## src/rtl/logic_unit_arbiter.sv

```systemverilog
// rtl/logic_unit_arbiter.sv - round-robin shared bitwise logic unit for two requesters
module logic_unit_arbiter #(
    parameter int WIDTH = 32
) (
    input  logic             clk,
    input  logic             rst_n,
    input  logic             req0_valid,
    output logic             req0_ready,
    input  logic [1:0]       req0_op,
    input  logic [WIDTH-1:0] req0_a,
    input  logic [WIDTH-1:0] req0_b,
    input  logic             req1_valid,
    output logic             req1_ready,
    input  logic [1:0]       req1_op,
    input  logic [WIDTH-1:0] req1_a,
    input  logic [WIDTH-1:0] req1_b,
    output logic             rsp_valid,
    input  logic             rsp_ready,
    output logic             rsp_id,
    output logic [WIDTH-1:0] rsp_data,
    output logic [15:0]      busy_cnt0,
    output logic [15:0]      busy_cnt1
);

    logic             full_q, full_d;
    logic             last_q, last_d;
    logic             id_q, id_d;
    logic [WIDTH-1:0] data_q, data_d;
    logic [15:0]      cnt0_q, cnt0_d;
    logic [15:0]      cnt1_q, cnt1_d;

    logic             slot_free;
    logic             gnt_valid;
    logic             gnt_id;
    logic             xfer;
    logic             consume;
    logic [1:0]       sel_op;
    logic [WIDTH-1:0] sel_a, sel_b, result;

    assign slot_free = !full_q || rsp_ready;
    assign gnt_valid = req0_valid || req1_valid;
    // Under contention the requester not served last wins; otherwise the lone valid one.
    assign gnt_id    = (req0_valid && req1_valid) ? !last_q : req1_valid;
    assign xfer      = gnt_valid && slot_free;
    assign consume   = full_q && rsp_ready;

    assign req0_ready = rst_n && slot_free && gnt_valid && !gnt_id;
    assign req1_ready = rst_n && slot_free && gnt_valid && gnt_id;

    assign sel_op = gnt_id ? req1_op : req0_op;
    assign sel_a  = gnt_id ? req1_a  : req0_a;
    assign sel_b  = gnt_id ? req1_b  : req0_b;

    always_comb begin
        result = '0;
        case (sel_op)
            2'b00:   result = sel_a & sel_b;
            2'b01:   result = sel_a | sel_b;
            2'b10:   result = sel_a ^ sel_b;
            default: result = ~(sel_a | sel_b);
        endcase
    end

    always_comb begin
        full_d = full_q;
        last_d = last_q;
        id_d   = id_q;
        data_d = data_q;
        cnt0_d = cnt0_q;
        cnt1_d = cnt1_q;
        if (consume) begin
            full_d = 1'b0;
            if (id_q) cnt1_d = cnt1_q + 16'd1;
            else      cnt0_d = cnt0_q + 16'd1;
        end
        // A new transfer overrides the drain so the slot stays full.
        if (xfer) begin
            full_d = 1'b1;
            last_d = gnt_id;
            id_d   = gnt_id;
            data_d = result;
        end
    end

    always_ff @(posedge clk or negedge rst_n) begin
        if (!rst_n) begin
            full_q <= 1'b0;
            last_q <= 1'b1;
            id_q   <= 1'b0;
            data_q <= '0;
            cnt0_q <= '0;
            cnt1_q <= '0;
        end else begin
            full_q <= full_d;
            last_q <= last_d;
            id_q   <= id_d;
            data_q <= data_d;
            cnt0_q <= cnt0_d;
            cnt1_q <= cnt1_d;
        end
    end

    assign rsp_valid = full_q;
    assign rsp_id    = id_q;
    assign rsp_data  = data_q;
    assign busy_cnt0 = cnt0_q;
    assign busy_cnt1 = cnt1_q;

endmodule

```

## config.mk

```make
export PLATFORM = sky130hd
export DESIGN_NAME = logic_unit_arbiter
export DESIGN_NICKNAME = d
export VERILOG_FILES = /design/src/rtl/logic_unit_arbiter.sv
export SDC_FILE = /design/constraint.sdc
export NUM_CORES = 1
export LEC_CHECK = 0
export CORE_MARGIN = 2
export CORE_UTILIZATION = 51
export DETAILED_ROUTE_END_ITERATION = 8
export GPL_TIMING_DRIVEN = 0
export HOLD_SLACK_MARGIN = 0.03
export PLACE_DENSITY_LB_ADDON = 0.3
export SLEW_MARGIN = 20
export SYNTH_ARGS = -nofsm -noshare
export SYNTH_HDL_FRONTEND = slang
export SYNTH_SLANG_ARGS = --single-unit
```

## constraint.sdc

```tcl
create_clock -name clk -period 6.05 [get_ports clk]
set_input_delay 1.21 -clock clk [delete_from_list [all_inputs] [get_ports clk]]
set_output_delay 1.21 -clock clk [all_outputs]
set_load 0.05 [all_outputs]
```

==> impl_metrics.toml, run 1 <==
[layout]
area_delta_synth_final_pct = 39.89
multiInputGateArea_um2 = 4026
drive_gt1_share_pct = 9.937
diodes = 0
fin_nets = 1144
stdcell_area_um2 = 8718
mostFrequentLayoutCell = "nand2_1"
final_cell_mix = "nand2_1 (205), clkdlybuf4s50_1 (200), inv_1 (66), ha_1 (66), dfrtp_1 (66)"
fill_cells = 891
seq_area_um2 = 1678

[run]
maxCapViolations = 0

[global_routing]
antenna_found_initial = 0
grt_max_degree = 43
grt_usage_pct = 27.73
grt_pass1_wl_um = 28290
grt_pass1_vias = 5737
gr-total-overflow = 0

[drt]
ant_nets = 0
wl_per_cell_um = 16.18
dr.pass1.iters = 4
viasPerCell = 5.260
routed_wl_um = 17680
drc = 0
vias = 5749
drt_iter0_drc = 260

[floorplan]
dieArea_um2 = 13120
ios = 205
initial_utilization_pct = 52.10
die_x_um = 114.5
rows = 40
die_y_um = 114.5
core_area_um2 = 11960

[power_and_ir_drop]
power_uw = 2194
pwr_density_cell_nw_per_um2 = 251.7
p_leak_uw = 0.004037
vdd_drop_max_mv = 0.1569

[worst_setup_path]
reg2reg_slack_ps = 3310
r2r-start = "last_q"
worst_ep_required_time_ps = 4840
critPathArrivalTime_ps = 3680
ff2ff_path_depth = 11
crit_path_start_kind = "input pin"
critPathKind = "input pin to output pin"
r2r_end = "rsp_data[1]"
path_max_fanout = 10
crit_path_end_kind = "output pin"

[cts]
cts-root-buf = "clkbuf_16"
cts_resized = 0
postCtsHoldBufs = 0
clockBufferDepth = 2
cts_tree = "done"
clk_pin_slew_ps = 50
numCtsBuffers = 9
clk-insertion-delay-late_ps = 340
postCtsSetupRepairBufs = 0
cts.htree.levels = 3
cts.sinks = 67

[synthesis]
ys_ff_latch = 67
synth.area.mux_share_pct = 5.963
synth_top_family_by_area = "simple AND/OR/NAND/NOR gates"
synthAdderAreaFrac_pct = 13.25
synthXorXnorAreaFrac_pct = 13.21
synth.distinct_cells = 37
synth-seq-area-share_pct = 26.92
yosys.area_share.simple_pct = 19.35
synth_cells = 728
synth_top_area_share_pct = 26.50
synth-compound-area-share_pct = 12.83
postSynthAreaPerCell_um2 = 8.561
syn_nets = 931
synth_area_leaders = "dfrtp_1 (27%), ha_1 (13%), nand2_1 (12%)"
yosysWarningCount = 0
syn_area_um2 = 6232
yosys.area.top_type = "dfrtp_1"

[worst_hold_path]
hold_start = "busy_cnt1[15]"
hold_depth = 1
hold-path-endpoint = "busy_cnt1[15]"
hold_path.class = "flop to flop"

[timing]
max_freq_mhz = 204.6
rsz0062_at_grt = "false"
relSlewSlack_pct = 47.62
fin_worst_skew_ps = 5.564
max_slew.worst_pin.slew_ps = 785.7
period_needed_ps = 4888
period_share_pct = 80.79
holdWs_ps = 470.6
report.final.slew_viol_count = 0
layout_setup_ws_ps = 1162
finalSetupViolCount = 0
setup_tns_ps = 0
finalHoldViolations = 0

[placed_design]
gp_congestion = 0.8158
dpl-instance-area_um2 = 8446
post-place-ws_ps = 1136
hpwlAfterDp_um = 13260
io_buffers = 201

[outcome]
outcome = "complete, no violations"
logic make-up (layout without fill, tap and decap cells):
logic type                 after synthesis  after routing
buffers and inverters                  114            332
adders and majority gates               66             66
DFF                                     67             67
AOI/OAI and AO/OA                       70             70
muxes                                   36             36
and+or+nand+nor                        281            281
xor gates and xnor gates                94             94
synthesized netlist by cell type (all sizes together):
library cell  number
dfstp              1
nor2b              1
or2                1
nor4               1
a21oi              1
and4               5
mux2               3
and3               5
a21boi             1
dfrtp             66
a31oi              1
nand2b             3
a22o               1
a32oi             32
mux2i             33
a21bo              1
ha                66
inv               66
nand3             42
o211ai            32
clkbuf            11
xnor2             57
nand4              8
xor2              37
nor3               1
buf               37
nand2            205
nor2               6
o21ai              1
and4b              1
and2               2
power breakdown:
part / internal, µW / total (µW) / leakage [µW] / switching, µW
clock: 286 / 490 / 0.000131 / 203
sequential: 532 / 610 / 0.000845 / 77.9
combinational: 436 / 1090 / 0.00306 / 659
total: 1250 / 2190 / 0.00404 / 941
area by class of cell:
class	instances	area share, %
clock inverter	5	0.3444
clock buffer	11	2.784
inverter	66	2.842
sequential	67	19.25
multi-input combinational	547	46.18
timing repair buffer	202	23.28
buffer	48	3.215
tap	147	2.110
routing by layer:
metal	track usage (%)	up-vias	wire [µm]
met1	33.66	2687	7461
met2	47.38	183	8728
met3	5.558	27	1074
met4	12.44	0	417
met5	0	-	0
li1	-	2852	-
worst max-delay path, stage by stage:
cell and delay [ps]:
clkdlybuf4s50_1 550, a21boi_4 320, buf_2 270, buf_2 300, and3_1 210, clkdlybuf4s50_1 820
state kept, by name (all words and copies together), names as in the netlist:
name,cells
busy_cnt0,16
rsp_valid,1
last_q,1
rsp_id,1
busy_cnt1,16
rsp_data,32
metrics by stage:
stage                     util (%)  std cells
after detailed placement     70.61       1077
after global routing         72.89       1093
after CTS                    72.89       1093
final                        72.89       1093
after global placement       70.46       1076
after floorplan                  -        728
worst max-delay path by stage:
stage,slack [ps],depth (start not counted),start,endpoint
floorplan,2530,4,req1_valid,req1_ready
global placement,-490,3,rst_n,req1_ready
detailed placement,1140,6,req1_valid,req1_ready
CTS,1140,6,req1_valid,req1_ready
global route,1020,6,req1_valid,req1_ready
finish,1160,6,req1_valid,req1_ready
No activity file was read; power rests on OpenSTA's default activity.
==> run 2, diff against run 1 <==
- CORE_UTILIZATION: 51 -> 43
- clock period: 6.05 -> 4 ns (I/O delays scaled with it)
==> run 2 against run 1 <==
- sequential share of layout area fell by 0.21 points
- combinational power rose by 52%
- sequential cell count did not move
- non-clock buffer count did not move
- global-route usage fell by 4.1 points
- via count fell by 0.57%
- critical path depth did not move
- total power rose by 58%
- largest power group unchanged
==> impl_metrics.toml, run 2 (same netlist as run 1, synthesis figures left out) <==
[cts]
clk_pin_slew_ps = 60
cts.htree.levels = 3
postCtsSetupRepairBufs = 0
clockBufferDepth = 2
cts.sinks = 67
cts_tree = "done"
cts_resized = 1
clk-insertion-delay-late_ps = 340
postCtsHoldBufs = 0
numCtsBuffers = 9
cts-root-buf = "clkbuf_16"

[power_and_ir_drop]
pwr_density_cell_nw_per_um2 = 393.5
vdd_drop_max_mv = 0.2290
switchingPower_uw = 1455
intPower_uw = 2013
power_frac_seq_pct = 26.6
power_frac_comb_pct = 47.7
pwr-share-clk_pct = 25.6
p_leak_uw = 0.004079
switching_share_pct = 41.95

[drt]
dr.pass1.iters = 4
routed_wl_um = 18090
drc = 0
vias = 5716
wl_per_cell_um = 16.06
viasPerCell = 5.076
ant_nets = 0
drt_iter0_drc = 367

[worst_setup_path]
reg2reg_slack_ps = 1260
worst_ep_required_time_ps = 3200
crit_path_end_kind = "output pin"
crit_path_start_kind = "input pin"
path_max_fanout = 10
r2r-start = "last_q"
critPathKind = "input pin to output pin"
critPathArrivalTime_ps = 3020
r2r_end = "rsp_data[2]"
ff2ff_path_depth = 11

[floorplan]
core_area_um2 = 14040
initial_utilization_pct = 44.38
die_y_um = 124.4
dieArea_um2 = 15470
ios = 205
rows = 43
die_x_um = 124.4

[layout]
largest_register_ffs = 32
fin_nets = 1144
drive_gt1_share_pct = 10.04
mostFrequentLayoutCell = "nand2_1"
stdcell_area_um2 = 8815
diodes = 0
fin_cells = 1126
area_delta_synth_final_pct = 41.44
final_cell_mix = "nand2_1 (205), clkdlybuf4s50_1 (198), inv_1 (66), ha_1 (66), dfrtp_1 (66)"
fill_cells = 1246

[placed_design]
place_inst = 1110
dpl-instance-area_um2 = 8487
io_buffers = 201
hpwlAfterDp_um = 13540
gp_congestion = 0.7908

[global_routing]
gr-total-overflow = 0
grt_max_degree = 37
grt_usage_pct = 23.58
antenna_found_initial = 0
grt_pass1_wl_um = 29550
grt_pass1_vias = 5835

[run]
maxCapViolations = 0

[outcome]
outcome = "complete, no violations"

[timing]
relSlewSlack_pct = 44.28
period_needed_ps = 3822
holdWs_ps = 425.3
report.final.slew_viol_count = 0
max_slew.worst_pin.slew_ps = 835.8
fin_worst_skew_ps = 5.781
finalSetupViolCount = 0
finalHoldViolations = 0
max_freq_mhz = 261.6
period_share_pct = 95.56
rsz0062_at_grt = "false"

[worst_hold_path]
hold_path.class = "input pin to asynchronous set/reset pin"
run 2: changes by cell type in the layout (fill, tap and decap cells not counted), sizes merged:
cell           before  now
bufinv              0    2
clkbuf             22   20
clkinv              3    2
inv                66   67
clkdlybuf4s50     200  198
dlygate4sd2         0    1
dlymetal6s2s        0    1
run 2: stage by stage:
stage               worst slack (ps)  total power (µW)  utilization, %  setup TNS, ps
floorplan                       1304              2000               -              0
global placement               -1808              2563           60.31         -31820
detailed placement            -89.20              2593           60.44         -89.20
CTS                            50.04              3489           62.76              0
global route                   77.71              3648           62.77              0
finish                         177.6              3469           62.77              0
run 2: critical path, cell delays in order:
cell and delay (ps):
clkdlybuf4s50_1 570, a21boi_4 310, buf_2 270, buf_2 320, and3_1 210, dlygate4sd2_1 550
run 2: worst max path at each step:
| stage | from | end | slack, ps |
|---|---|---|---|
| floorplan | req1_valid | req1_ready | 1300 |
| finish | req1_valid | req1_ready | 180 |
| global placement | rst_n | req0_ready | -1810 |
| global route | req1_valid | req1_ready | 80 |
| detailed placement | req1_valid | req1_ready | -90 |
| CTS | req0_valid | req0_ready | 50 |
run 2: cell type report:
type                            count  area, µm²  share of cell area (%)
Clock inverter                      7      101.3                   1.150
Inverter                           66      247.7                   2.811
Multi-Input combinational cell    547       4026                   45.68
Buffer                             48      280.3                   3.180
Timing Repair Buffer              202       2031                   23.04
Sequential cell                    67       1678                   19.03
Tap cell                          180      225.2                   2.555
Clock buffer                        9      225.2                   2.555
run 2: power groups by stage:
stage / Clock (µW) / Sequential [µW] / Combinational (µW)
2_1_floorplan: 0 / 1340 / 659
3_3_place_gp: 0 / 928 / 1630
3_5_place_dp: 0 / 932 / 1660
4_1_cts: 899 / 921 / 1670
5_1_grt: 922 / 942 / 1780
6_report: 889 / 923 / 1660
run 2: layer usage:
layer / vias up / GRT usage [%] / wire length, µm
li1: 2844 / - / -
met1: 2649 / 30.26 / 8003
met2: 196 / 39.63 / 8421
met3: 27 / 4.725 / 1232
met4: 0 / 7.931 / 429
met5: - / 0 / 0
